$ cat src/rtl/regwr_sched.sv
// Two-requester register-file write scheduler with round-robin arbitration
// and a 31-cycle sequence that zeroes registers 1..31.
module regwr_sched #(
    parameter int   DW        = 32,
    parameter logic PRIO_INIT = 1'b0
) (
    input  logic          ck,
    input  logic          reset,
    input  logic          clr_req,
    input  logic          req0_valid,
    input  logic [4:0]    req0_addr,
    input  logic [DW-1:0] req0_data,
    output logic          req0_ready,
    input  logic          req1_valid,
    input  logic [4:0]    req1_addr,
    input  logic [DW-1:0] req1_data,
    output logic          req1_ready,
    output logic [4:0]    wa,
    output logic [DW-1:0] wdata,
    output logic          we,
    output logic          grant_id,
    output logic          clr_busy
);

    typedef enum logic {RUN, CLEAR} state_t;

    state_t        state;
    logic [4:0]    cnt;
    logic          prio;
    logic          xfer0;
    logic          xfer1;
    logic [4:0]    sel_addr;
    logic [DW-1:0] sel_data;

    // Clear requests win over both requesters; prio only matters when both are valid.
    always_comb begin
        req0_ready = 1'b0;
        req1_ready = 1'b0;
        if (reset && state == RUN && !clr_req) begin
            if (req0_valid && (!req1_valid || !prio))
                req0_ready = 1'b1;
            else if (req1_valid)
                req1_ready = 1'b1;
        end
    end

    always_comb begin
        xfer0    = req0_valid && req0_ready;
        xfer1    = req1_valid && req1_ready;
        sel_addr = xfer1 ? req1_addr : req0_addr;
        sel_data = xfer1 ? req1_data : req0_data;
    end

    always_ff @(posedge ck or negedge reset) begin
        if (!reset) begin
            state    <= RUN;
            cnt      <= 5'd1;
            prio     <= PRIO_INIT;
            wa       <= '0;
            wdata    <= '0;
            we       <= 1'b0;
            grant_id <= 1'b0;
            clr_busy <= 1'b0;
        end else begin
            case (state)
                RUN: begin
                    if (clr_req) begin
                        state    <= CLEAR;
                        cnt      <= 5'd1;
                        clr_busy <= 1'b1;
                        we       <= 1'b0;
                    end else if (xfer0 || xfer1) begin
                        wa       <= sel_addr;
                        wdata    <= sel_data;
                        we       <= (sel_addr != 5'd0);
                        grant_id <= xfer1;
                        prio     <= xfer0;
                    end else begin
                        we <= 1'b0;
                    end
                end
                CLEAR: begin
                    wa       <= cnt;
                    wdata    <= '0;
                    we       <= 1'b1;
                    grant_id <= 1'b0;
                    if (cnt == 5'd31) begin
                        state    <= RUN;
                        cnt      <= 5'd1;
                        clr_busy <= 1'b0;
                    end else begin
                        cnt <= cnt + 5'd1;
                    end
                end
                default: state <= RUN;
            endcase
        end
    end

endmodule

$ cat config.mk
export PLATFORM = sky130hd
export DESIGN_NAME = regwr_sched
export DESIGN_NICKNAME = d
export VERILOG_FILES = /design/src/rtl/regwr_sched.sv
export SDC_FILE = /design/constraint.sdc
export NUM_CORES = 1
export LEC_CHECK = 0
export CAP_MARGIN = 30
export CORE_ASPECT_RATIO = 0.6
export CORE_MARGIN = 2
export CORE_UTILIZATION = 37
export CTS_BUF_LIST = sky130_fd_sc_hd__clkbuf_4 sky130_fd_sc_hd__clkbuf_8
export DETAILED_ROUTE_END_ITERATION = 7
export PLACE_DENSITY = 0.79
export SYNTH_ARGS = -nofsm -noshare
export SYNTH_HDL_FRONTEND = slang
export SYNTH_SLANG_ARGS = --single-unit
$ cat constraint.sdc
create_clock -name ck -period 1.4 [get_ports ck]
set_input_delay 0.28 -clock ck [delete_from_list [all_inputs] [get_ports ck]]
set_output_delay 0.28 -clock ck [all_outputs]
set_load 0.02 [all_outputs]
# Yosys cells after proc, flatten, opt, wreduce, memory -nomap -nowiden
# Cells that the tools add are included.
[op_classes]
n_addsub = 1
n_eq_ne = 5
mux = 28
bitwise = 2
n_reduce_logical = 14
[ops]
columns = ["cell", "count"]
rows = [
  ["32-bit two-way mux", 3],
  ["32-bit case mux with 2 select lines", 1],
  ["5-bit two-way mux", 5],
  ["5-bit case mux with 2 select lines", 2],
  ["1-bit two-way mux", 13],
  ["1-bit case mux with 2 select lines", 4],
  ["5-bit by 1-bit adder with 5-bit output, second input constant", 1],
  ["5-bit == test, second input constant", 1],
  ["1-bit logical AND", 5],
  ["5-bit nonzero test", 1],
  ["2-bit by 1-bit != test with 1-bit output, second input constant", 2],
  ["2-bit != test, second input constant", 2],
  ["2-bit AND reduction", 2],
  ["1-bit logical NOT", 3],
  ["3-bit AND reduction", 1],
  ["1-bit logical OR", 2],
  ["1-bit NOT", 2],
]
[word_totals]
regBits = 47
in_bits = 79
output_inout_bits = 42
elab_cells = 58

# Logic depth before layout (Yosys ltp)
# Gate-level depths: netlist (run 1).
[depth]
word_depth = 11
ltp_mapped = 6
ltp_nobuf = 5

# Worst setup path after synthesis (run 1)
# No wires, ideal clock.
[synth_path]
path_type = "register -> output"
startpoint = "register state"
endpoint = "output req0_ready"
arrival_ns = 1.224
required_time_ns = 1.120
slack_ns = -0.104
stages_incl_launch_ff = 4
n_path_buf = 0
cell_sequence = "dfrtp_1 nor2_1 nand2_1 a211oi_1"
[synth_between]
elab_chain_len = 4
[synth_rtl]
columns = ["item", "line", "source"]
rows = [
  ["start, declared", "27", "state_t state;"],
  ["start signal, assigned", "56", "state <= RUN;"],
  ["start signal, assigned", "68", "state <= CLEAR;"],
  ["start signal, assigned", "88", "state <= RUN;"],
  ["1-bit NOT (no line)", "-", ""],
  ["1-bit logical AND (2 in series)", "39", "if (reset && state == RUN && !clr_req) begin"],
  ["1-bit two-way mux", "39", ""],
  ["end, declared", "13", "output logic req0_ready,"],
]
# Every way passes these cells.

# Worst setup path in the final report (run 1)
# Same ends and word-level chain as after synthesis.

==> metrics.txt, run 1 <==
status=complete, but fails checks; failing checks=negative setup slack; global route total overflow=0; clock power share=19.5%; pin count of the biggest net entering global routing=48; H-tree depth=2; worst skew pair latency=roughly 0.30 ns; Critical R2R Launch=state; Yosys warning count=0; area grow syn2layout=97.7%; GPL Wtd Cong=0.799; HP Class=input port to asynchronous set/reset pin; post-route cell area=4570 um2; # nets final=455; Int Pwr=approximately 3.1 mW; Mapped Cells=221; share of the synthesized area in the top cell type=49.8%; Worst-Margin Slew=around 0.60 ns; average size of a mapped cell=10.5 um2; sequential share of power=38.0%; Synthesized Nets=302; cell area power density=1050 nW/um2; Max VDD drop=0.581 mV; Clk pin slew, worst setup/hold paths=0.09 ns; DRC=0; Final Util=75.1%; Leakage=2.20 nW; Slew Limit Fails=0; Site Rows=22; Switch Pwr=1.65 mW; Comb pwr share=42.5%; critical path fanouts, max=3; Port Buffers=120; vias in the first global route=between 2000 and 2500; DRT Pass-1 Iters=4; Via density=5.17; routed wire length per instance=17.2 um; synthesized area=2310 um2; Worst Setup Slack, final=-0.186 ns; CP Capture Type=output pin; fmax=630 MHz; Initial DRC Count=55; kind of critical path=flop to output pin; CTS Buf Count=5; DRT antenna net count=0; #FFs+latches synth=47; leading cell types in the layout, fill and taps excluded=72 x clkdlybuf4s50_1, 46 x dfrtp_1, 42 x dlygate4sd2_1, 37 x mux2i_1, 28 x nand3_2; CP startpoint=state; GRT Total Usage=between 20% and 30%; maxcap violations=0; first-pass GRT wire length=11900 um; CTS sink count=47; library cells used by synthesis=34; fin crit period=between 1.5 and 2 ns; arrival time worst endpoint=1.31 ns; Die Area=6910 um2; sw frac=34.6%; most common cell after layout, fill and taps aside=clkdlybuf4s50_1; Reg area=around 1200 um2; Area contributors post-synth=dfrtp_1 50%, mux2i_1 16%, nand3_1 7.1%, o21ai_1 6.9%, nand2_1 2.1%; root buffer cell=clkbuf_8; Clock Skew=0.00400 ns; Hold Vio Cnt, Final=0; layout cells sized above 1=33.9%; register area share after synthesis=a little over 50%; DP Area=3720 um2; post-synth top area cell=dfrtp_1; setup repair after global routing missed its margin=true; Setup Viol. Count Final=40; antenna cell count=0; worst relative slew slack=60.2%; CP required=1.12 ns; Initial Utilization=38.0%; crit path launch type=flop; Die Height=65.2 um; clock tree from TritonCTS=done; Multi-input gate area=1410 um2; core box area=6080 um2; CTS max path bufs=2; fillcell total=between 400 and 500; DP HPWL=4870 um; Die Wd=106 um; num ports=121; initial antenna violation count=0; Tcrit/Tclk final=113%; final wirelength=7910 um; via count=2373
-- final timing paths --
kind                       cells after the start    endpoint  slack (ns)
max                                            4  req0_ready       -0.19
min                                            3       state        0.24
max reg2reg                                    6    grant_id       -0.15
min reg2reg                                    1    grant_id        0.51
max in group asynchronous                      3   wdata[22]        0.76
min in group ck                                3       wa[2]        0.39
-- cells by family after synthesis --
group / share of synthesized area, %
xor+xnor: 0.758
buf+inv: 5.36
flops: 50.9
compound gates: 13.3
fa+ha+maj: 1.08
mux: 16.0
simple gates: 12.5
-- sequential cells by signal, indices dropped and copies added, names as in the netlist --
signal	cells
clr_busy	1
we	1
grant_id	1
cnt	5
wdata	32
state	1
prio	1
wa	5
-- Yosys cell counts --
master	number
o21ai_2	2
buf_8	1
o21ai_1	32
nand3_1	33
o221ai_1	5
nand2b_1	1
a22o_1	1
a31o_1	1
dfrtp_1	46
ha_1	2
o32ai_1	2
and3_1	1
buf_2	3
dfstp_2	1
or4_1	2
buf_6	2
o21ai_0	1
buf_4	3
nor3_1	1
a211oi_1	2
nor2_1	8
clkinv_1	1
mux2i_1	37
a31oi_1	1
a2bb2oi_1	1
inv_2	1
buf_1	1
o22ai_1	1
xnor2_1	2
nand2_1	13
inv_1	3
nor3b_2	1
clkbuf_1	7
a21oi_1	2
-- per-layer routing --
| metal | track usage [%] | vias to the layer above | share of wire (%) |
|---|---|---|---|
| li1 | - | 1125 | - |
| met1 | 28.6 | 1136 | 44 |
| met2 | 36.0 | 101 | 46 |
| met3 | 7.64 | 11 | 8.8 |
| met4 | 4.93 | 0 | 1.0 |
| met5 | 0 | - | 0 |
-- repair_timing --
| action | 4_1_cts | 5_1_grt |
|---|---|---|
| endpoints found under the setup margin | 83 | 49 |
| gates resized for setup | 107 | 45 |
| cloned | 8 | 2 |
| buffers inserted | 9 | 4 |
| hold buffers | 0 | 0 |
| pin swaps | 16 | 12 |
-- final cells by class --
cell class,count,area share (%)
Inverter,5,0.411
Tap cell,84,2.30
Sequential cell,47,25.8
Multi-Input combinational cell,152,30.9
Timing Repair Buffer,163,38.3
Clock buffer,8,2.27
-- worst max-delay path, stage by stage (launching register included) --
cell and delay, ns:
dfrtp_1 0.41, nor2_2 0.15, nand2_2 0.12, a211oi_2 0.16, buf_4 0.17
-- power groups by stage --
stage | logic [mW] | clock network [mW] | registers, mW
2_1_floorplan | 0.750 | 0 | 1.88
3_3_place_gp | 1.62 | 0 | 1.75
3_5_place_dp | 1.66 | 0 | 1.76
4_1_cts | 1.87 | 0.937 | 1.76
5_1_grt | 2.22 | 1.01 | 1.84
6_report | 2.03 | 0.933 | 1.81
-- stage by stage --
stage               hold WS (ns)  setup TNS [ns]  power (mW)  worst slack, ns  instances
floorplan                -0.0156               0        2.63          0.00590        221
global placement           0.492          -16.98        3.37           -0.705        430
detailed placement         0.498          -18.29        3.43           -0.716        430
CTS                        0.247           -5.35        4.56           -0.172        455
global route               0.293           -5.80        5.08           -0.244        459
finish                     0.236           -3.52        4.78           -0.186        459
(Power assumes the default switching activity.)
==> run 2: changes to the inputs <==
--- a/config.mk
+++ b/config.mk
@@ -6,7 +6,7 @@
 export NUM_CORES = 1
 export LEC_CHECK = 0
 export CAP_MARGIN = 30
-export CORE_ASPECT_RATIO = 0.6
+export CORE_ASPECT_RATIO = 1.4
 export CORE_MARGIN = 2
 export CORE_UTILIZATION = 37
 export CTS_BUF_LIST = sky130_fd_sc_hd__clkbuf_4 sky130_fd_sc_hd__clkbuf_8
==> run 2 against run 1 <==
Compared with the run above:
- the run still ends with negative setup slack left
- flip-flop and latch count is the same
- cell count shrank 5.2%
- combinational power shrank 13%
- power shrank 1.9%
- routed wire length shrank 16%
- first-iteration DRC count grew 31%
- clock power grew 25%
- clock skew grew 0.0061 ns
- critical path depth is the same
- largest power group is now registers
==> metrics.txt, run 2 (same netlist as run 1, synthesis figures left out) <==
status=complete, but fails checks (unchanged); failing checks=negative setup slack (unchanged); Hold-fix buffers, CTS=0 (unchanged); vias in the first global route=2348 (was 2382); Tcrit/Tclk final=113% (about the same); worst relative slew slack=60.1% (was 60.2%); Leakage=1.99 nW (was 2.20 nW); sw frac=31.2% (was 34.6%); crit path launch type=flop (unchanged); Worst-Margin Slew=0.598 ns (was 0.597 ns); leading cell types in the layout, fill and taps excluded=74 x clkdlybuf4s50_1, 46 x dfrtp_1, 43 x dlygate4sd2_1, 37 x mux2i_1, 33 x nand3_1 (was 72 x clkdlybuf4s50_1, 46 x dfrtp_1, 42 x dlygate4sd2_1, 37 x mux2i_1, 28 x nand3_2); arrival time worst endpoint=1.30 ns (was 1.31 ns); sequential share of power=37.5% (was 38.0%); clock tree from TritonCTS=done (unchanged); area grow syn2layout=71.6% (was 97.7%); antenna cell count=0 (unchanged); Site Rows=34 (was 22); Reg area=1180 um2 (unchanged); global route total overflow=0 (unchanged); Initial Utilization=37.7% (was 38.0%); DRT antenna net count=0 (unchanged); HP Class=input port to asynchronous set/reset pin (unchanged); initial antenna violation count=0 (unchanged); Clk pin slew, worst setup/hold paths=0.09 ns (about the same); core box area=6130 um2 (was 6080 um2); Clock Skew=0.0101 ns (was 0.00400 ns); Setup Viol. Count Final=41 (was 40); Die Height=97.5 um (was 65.2 um); CTS sink count=47 (unchanged); CTS Buf Count=5 (unchanged); first-pass GRT wire length=11000 um (was 11900 um); DRC=0 (unchanged); Initial DRC Count=72 (was 55); Die Wd=70.8 um (was 106 um); # nets final=443 (was 455); DRT Pass-1 Iters=4 (unchanged); maxcap violations=0 (unchanged); setup TNS=-2.28 ns (was -3.52 ns); via count=2197 (was 2373); num ports=121 (unchanged); cell area power density=1180 nW/um2 (was 1050 nW/um2); CTS max path bufs=2 (unchanged); final hold slack=0.200 ns (was 0.236 ns); fillcell total=533 (was 456); fin crit period=1.58 ns (was 1.59 ns); critical path fanouts, max=3 (unchanged); Comb pwr share=37.4% (was 42.5%); max FFs per register=32 (unchanged); Total Power=4.69 mW (was 4.78 mW); Final Util=64.7% (was 75.1%); Slew Limit Fails=0 (unchanged); Via density=5.05 (was 5.17); GRT Total Usage=19.9% (was 22.1%); CP Capture Type=output pin (unchanged); Largest Register=wdata (unchanged); clock power share=25.1% (was 19.5%); Max VDD drop=0.858 mV (was 0.581 mV); fmax=633 MHz (was 630 MHz); routed wire length per instance=15.2 um (was 17.2 um); Port Buffers=120 (unchanged); DP HPWL=4890 um (was 4870 um); layout cells sized above 1=16.0% (was 33.9%); FF-to-FF path depth=6 (unchanged); worst skew pair latency=0.30 ns (about the same); Worst Setup Slack, final=-0.181 ns (was -0.186 ns); pin count of the biggest net entering global routing=48 (unchanged); H-tree depth=2 (unchanged); most common cell after layout, fill and taps aside=clkdlybuf4s50_1 (unchanged); kind of critical path=flop to output pin (unchanged); Multi-input gate area=1100 um2 (was 1410 um2); Switch Pwr=1.46 mW (was 1.65 mW); CP required=1.12 ns (about the same); setup repair after global routing missed its margin=true (unchanged); root buffer cell=clkbuf_8 (unchanged); Int Pwr=3.22 mW (was 3.12 mW); final wirelength=6610 um (was 7910 um); GPL Wtd Cong=0.729 (was 0.799); Die Area=6900 um2 (was 6910 um2); Largest regs=wdata x32, cnt x5, wa x5 (unchanged); Hold Vio Cnt, Final=0 (unchanged)
run 2: cell types whose count changed in the layout (fill, tap and decap cells not counted), sizes merged:
cell / delta
bufbuf: -1
clkdlybuf4s50: +2
bufinv: +2
dlygate4sd2: +1
clkbuf: -5
buf: -9
dlymetal6s2s: -2
clkdlybuf4s15: -1
clkinvlp: +1
run 2: layer usage:
| metal | global-route usage, % | part of all wire (%) | vias to the layer above | wire length [um] |
|---|---|---|---|---|
| met1 | 23.0 | 39 | 1022 | 2590 |
| met3 | 4.15 | 5.0 | 17 | 332 |
| met2 | 35.6 | 53 | 74 | 3520 |
| met5 | 0 | 0 | - | 0 |
| li1 | - | - | 1084 | - |
| met4 | 7.11 | 2.5 | 0 | 164 |
run 2: worst paths after layout:
path	from	end	slack [ns]
worst min-delay path	reset	state	0.20
max in group asynchronous	reset	wdata[23]	0.79
worst min register to register	wdata[30]	wdata[30]	0.52
worst max-delay path	state	req0_ready	-0.18
min in group ck	clr_req	cnt[3]	0.51
worst max register to register	state	grant_id	-0.11
run 2: repair_timing:
action,in CTS,in global routing
pin swaps,9,2
gates resized for setup,68,5
setup buffers,5,1
hold endpoints to repair,0,0
endpoints found under the setup margin,84,46
gates cloned,1,0
run 2: area by class of cell:
cell class	instances	area share, %
Clock buffer	5	1.74
Clock inverter	3	1.70
Inverter	5	0.473
Multi-Input combinational cell	152	27.7
Sequential cell	47	29.7
Tap cell	72	2.27
Timing Repair Buffer	151	36.5
run 2: power groups by stage:
stage	Combinational, mW	Sequential (mW)	Clock, mW
global route	1.91	1.79	1.27
global placement	1.65	1.74	0
finish	1.76	1.76	1.17
CTS	1.74	1.74	1.21
detailed placement	1.70	1.76	0
floorplan	0.750	1.88	0
run 2: worst max-delay path: stages, from the launching register on:
cell	delay (ns)
dfrtp_1	0.41
nor2_2	0.15
nand2_2	0.11
a211oi_2	0.16
buf_4	0.17
run 2: stage by stage:
step / cell area, um2 / instances / setup slack, ns
2_1_floorplan: 2320 / 221 / 0.00590
3_3_place_gp: 3730 / 420 / -0.694
3_5_place_dp: 3730 / 420 / -0.733
4_1_cts: 3930 / 434 / -0.169
5_1_grt: 3970 / 435 / -0.245
6_report: 3970 / 435 / -0.181
==> patch 1 (flow settings as in run 2) <==
The parameter `DW` goes from 32 to 24.
--- a/src/rtl/regwr_sched.sv
+++ b/src/rtl/regwr_sched.sv
@@ -1,7 +1,7 @@
 // Two-requester register-file write scheduler with round-robin arbitration
 // and a 31-cycle sequence that zeroes registers 1..31.
 module regwr_sched #(
-    parameter int   DW        = 32,
+    parameter int   DW        = 24,
     parameter logic PRIO_INIT = 1'b0
 ) (
     input  logic          ck,
Ports: changed (resized req0_data, req1_data and wdata); port bits go from 121 to 97. No check against the original RTL was run, so the function may have changed too.
==> patch 1 against run 2 <==
The run still ends with setup timing left; first-iteration DRC count decreased by 13%; wire length fell by 11%; die area decreased by 16%; worst setup slack improved by 0.057 ns; sequential cell count fell by 8; design area fell by 15%; total power decreased by 15%; fmax grew 3.7%; area after synthesis down 16%; cell count decreased by 14%; critical path depth unchanged.
==> patch 1: results (changes against run 2) <==
GRT
  – Maximum number of pins on one net before global-route repair: 41 (-15%)
  – Vias in the first global route: 1830 (-22%)
  – All-layer global routing usage: 20.0% (+0.15 points)
  – Antenna violations before repair: 1 (+1)

Place
  – Number of buffers inserted by port buffering: 96 (-20%)
  – Dpl cells: 357 (-15%)

Cells and area
  – Utilization after layout: 66.0% (+1.2 points)
  – Sequential share of cell area: 29.0% (-0.71 points)
  – Fin cells: 374 (-14%)
  – Multi-Input Combinational: 128 (-16%)
  – Share of final layout cell area taken by clock buffers and inverters: 2.59% (-0.84 points)
  – Multi-input gate area: 960 um2 (-13%)

Run status
  – Violations in the final reports: setup timing
  – Outcome: finished with violations

Clocking
  – Clock-pin slew of the registers on the worst-case setup and hold paths: 0.07 ns (-0.02 ns)

Timing
  – Worst slew pin tran: 0.490 ns (-0.108 ns)
  – Total of endpoints with negative setup slack in the final report: 32 (-22%)
  – Setup ws final: -0.124 ns (+0.0570 ns)
  – Maximum clock skew at final layout: 0.00603 ns (-0.00403 ns)

Pwr
  – Standby leakage power: 1.70 nW (-15%)

Synthesis
  – Dominant cells by area after synthesis: sky130_fd_sc_hd__dfrtp_1 (49%), sky130_fd_sc_hd__mux2i_1 (15%), sky130_fd_sc_hd__nand3_1 (6.5%), sky130_fd_sc_hd__o21ai_1 (5.4%), sky130_fd_sc_hd__nand2_1 (2.5%)
  – Number of instances in the synthesized netlist: 185 (-16%)

Routing
  – Detailed-routed wire length on met3: 311 um (-6.3%)
  – Detailed-routing wirelength on met1: 2190 um (-15%)
  – Total routed wirelength: 5870 um (-11%)
-- patch 1: changes by cell type in the layout (fill, tap and decap cells not counted), sizes merged, moves of 8 or more --
cell,change
dlygate4sd2,-8
nand3,-8
dfrtp,-8
clkdlybuf4s50,-18
mux2i,-8
o21ai,-8
-- patch 1: final timing paths --
check / startpoint / end / slack [ns] / depth (start not counted)
min in group ck: req0_addr[2] / wa[2] / 0.45 / 3
hold reg to reg: wdata[20] / wdata[20] / 0.51 / 2
setup / recovery: state / req0_ready / -0.12 / 4
hold / removal: reset / state / 0.17 / 3
setup reg to reg: state / grant_id / -0.10 / 6
max in group asynchronous: reset / prio / 0.86 / 3
-- patch 1: cells by family after synthesis --
logic type / count (synthesis) / synth area share, %
XOR/XNOR: 2 / 0.906
multiplexers: 29 / 15.0
flip-flops: 39 / 50.5
AO/OA/AOI/OAI: 43 / 14.1
buffers and inverters: 18 / 5.17
adder cells (fa/ha/maj): 2 / 1.29
AND/OR/NAND/NOR: 52 / 13.0
-- patch 1: routing by layer --
layer | GRT usage [%] | vias up
met5 | 0 | -
met4 | 10.2 | 0
met3 | 3.15 | 19
met2 | 38.5 | 70
met1 | 20.9 | 899
li1 | - | 920
-- patch 1: stage by stage --
step           setup TNS, ns  total power [W]
5_1_grt                -4.40          0.00423
6_report               -1.78          0.00399
2_1_floorplan              0          0.00231
3_3_place_gp          -17.44          0.00297
3_5_place_dp          -18.86          0.00301
4_1_cts                -1.55          0.00391
-- patch 1: repair_timing --
item	4_1_cts	5_1_grt
setup endpoints to repair	66	37
gates cloned	2	0
pin swaps	6	2
setup buffers	4	3
resized for setup	57	12
==> patch 2 (flow settings as in run 2) <==
Made on the original files. Reset style: synchronous (`reset`), changed in one clocked block.
--- a/src/rtl/regwr_sched.sv
+++ b/src/rtl/regwr_sched.sv
@@ -51,7 +51,7 @@
         sel_data = xfer1 ? req1_data : req0_data;
     end
 
-    always_ff @(posedge ck or negedge reset) begin
+    always_ff @(posedge ck) begin
         if (!reset) begin
             state    <= RUN;
             cnt      <= 5'd1;
Behaviour: differs if reset is asserted again (counterexample within 4 cycles, from zero or initial values and one cycle with reset low); with reset held inactive, the same outputs for 10 cycles.
==> patch 2 against run 2 <==
The flow still finishes with violations (setup timing); area after synthesis shrank 12%; worst setup slack got worse by 0.044 ns; total power down 27%; cell count is 2.5% lower; design area up 8.6%; clock power down 21%; sequential cell count stayed put; wire length up 29%; non-clock buffer count is 9 higher; critical path type unchanged; largest power group unchanged.
==> patch 2: results (changes against run 2) <==
Run status
  – Outcome: finished with violations
  – Violations in the final reports: setup timing

Synthesis
  – Top post-synthesis cells by count: sky130_fd_sc_hd__dfxtp_1 (47), sky130_fd_sc_hd__o2bb2ai_1 (35), sky130_fd_sc_hd__a22oi_1 (32)
  – Count of cell types in the netlist: 35 (+2.9%)
  – Dominant cells by area after synthesis: sky130_fd_sc_hd__dfxtp_1 (46%), sky130_fd_sc_hd__o2bb2ai_1 (15%), sky130_fd_sc_hd__a22oi_1 (12%), sky130_fd_sc_hd__nor2_1 (2.4%), sky130_fd_sc_hd__a21oi_1 (1.7%)
  – Synth Net Count: 286 (-5.3%)
  – Most common flop cell mapped by yosys: sky130_fd_sc_hd__dfxtp_1

Pwr
  – Peak supply drop: 0.657 mV (-23%)
  – Switching power: 0.00101 W (-31%)

Place
  – Worst setup slack before clock tree synthesis: -0.925 ns (-0.192 ns)
  – Total cell area at the placement stage: 3470 um2 (-6.8%)

Routing
  – Detailed-routed wire length on met3: 504 um (+52%)
  – Wire length on met2: 4680 um (+33%)
  – Routed vias: 2394 (+9.0%)
  – Average routed wire per standard cell: 20.1 um (+32%)

Cells and area
  – Fraction of final layout cells with drive strength greater than 1: 36.5% (+21 points)

GRT
  – Vias in the first global route: 2341 (-0.30%)
  – Maximum number of pins on one net before global-route repair: 23 (-52%)
  – All-layer global routing usage: 22.9% (+3.0 points)

Setup path
  – Cell depth of the worst flop-to-flop path: 7 (+1)
  – Worst reg2reg setup slack: -0.19 ns (-0.08 ns)

Timing
  – Setup ws final: -0.225 ns (-0.0441 ns)
  – Maximum clock skew at final layout: 0.00280 ns (-0.00726 ns)
  – Worst slew pin tran: 0.579 ns (-0.0186 ns)
  – Total of endpoints with negative setup slack in the final report: 40 (-2.4%)

Min path
  – Hold Path Class: input pin to register
## patch 2: changes by cell type after synthesis, sizes merged, moves of 4 or more
cell | run 2 | this run
a21oi | 2 | 7
a22oi | 0 | 32
and2 | 0 | 4
dfrtp | 46 | 0
dfxtp | 0 | 47
mux2i | 37 | 2
nand2 | 13 | 5
nand3 | 33 | 0
nor2 | 8 | 13
nor2b | 0 | 5
o21ai | 35 | 7
o221ai | 5 | 0
o2bb2ai | 0 | 35
## patch 2: worst max-delay path by stage
stage               startpoint    endpoint  slack (ns)  depth (start not counted)
floorplan                state       wa[1]       -0.14                          5
global route             state  req0_ready       -0.27                          4
detailed placement       reset  req1_ready       -0.93                          4
global placement         reset  req1_ready       -0.92                          4
CTS                      state  req1_ready       -0.27                          3
finish                   state  req0_ready       -0.22                          4
## patch 2: metrics by stage
step	utilization, %	total power [W]	instances	hold slack [ns]	setup TNS, ns
floorplan	-	0.00179	205	0.434	-0.776
global placement	64.3	0.00225	403	0.443	-22.09
detailed placement	64.3	0.00227	403	0.445	-23.29
CTS	68.4	0.00319	418	0.441	-0.742
global route	79.7	0.00354	424	0.481	-4.52
finish	79.7	0.00341	424	0.444	-2.84
## patch 2: routing by layer
layer	GRT usage [%]	vias to the layer above
li1	-	1095
met1	27.2	1167
met2	40.5	112
met3	3.68	20
met4	8.16	0
met5	0	-
## patch 2: repair_timing
| item | CTS | global route |
|---|---|---|
| setup endpoints to repair | 83 | 44 |
| hold buffers | 0 | 0 |
| pin swaps | 19 | 29 |
| setup buffers | 5 | 3 |
| gates cloned | 2 | 3 |
| endpoints found under the hold margin | 0 | 0 |
| resized for setup | 83 | 83 |
## patch 2: cell families (layout without fill, tap and decap cells)
family          count (synthesis)  in the layout  share of synthesized area [%]
compound gates                 91             91                           34.5
fa+ha+maj                       2              2                           1.23
buf+inv                        18            169                           4.12
flops                          47             47                           46.2
mux                             2              2                          0.983
simple gates                   45             45                           12.9
## patch 2: area by class of cell
class,instances,share of cell area (%)
inverters,1,0.0871
flip-flops and latches,47,22.0
repair buffers,160,37.6
well taps,68,1.98
multi-input cells,140,36.0
clock buffers,7,2.24
clock inverters,1,0.174
## patch 2: critical path, stage by stage (launching register included)
cell	delay, ns
sky130_fd_sc_hd__dfxtp_2	0.33
sky130_fd_sc_hd__or3b_4	0.39
sky130_fd_sc_hd__buf_6	0.14
sky130_fd_sc_hd__nor2_4	0.07
sky130_fd_sc_hd__buf_6	0.12
## patch 2: power groups by stage
stage / combinational (W) / clock [W] / sequential (W)
floorplan: 0.000243 / 0 / 0.00155
global placement: 0.000782 / 0 / 0.00147
detailed placement: 0.000795 / 0 / 0.00147
CTS: 0.000822 / 0.000928 / 0.00144
global route: 0.00108 / 0.000986 / 0.00147
finish: 0.00103 / 0.000922 / 0.00146
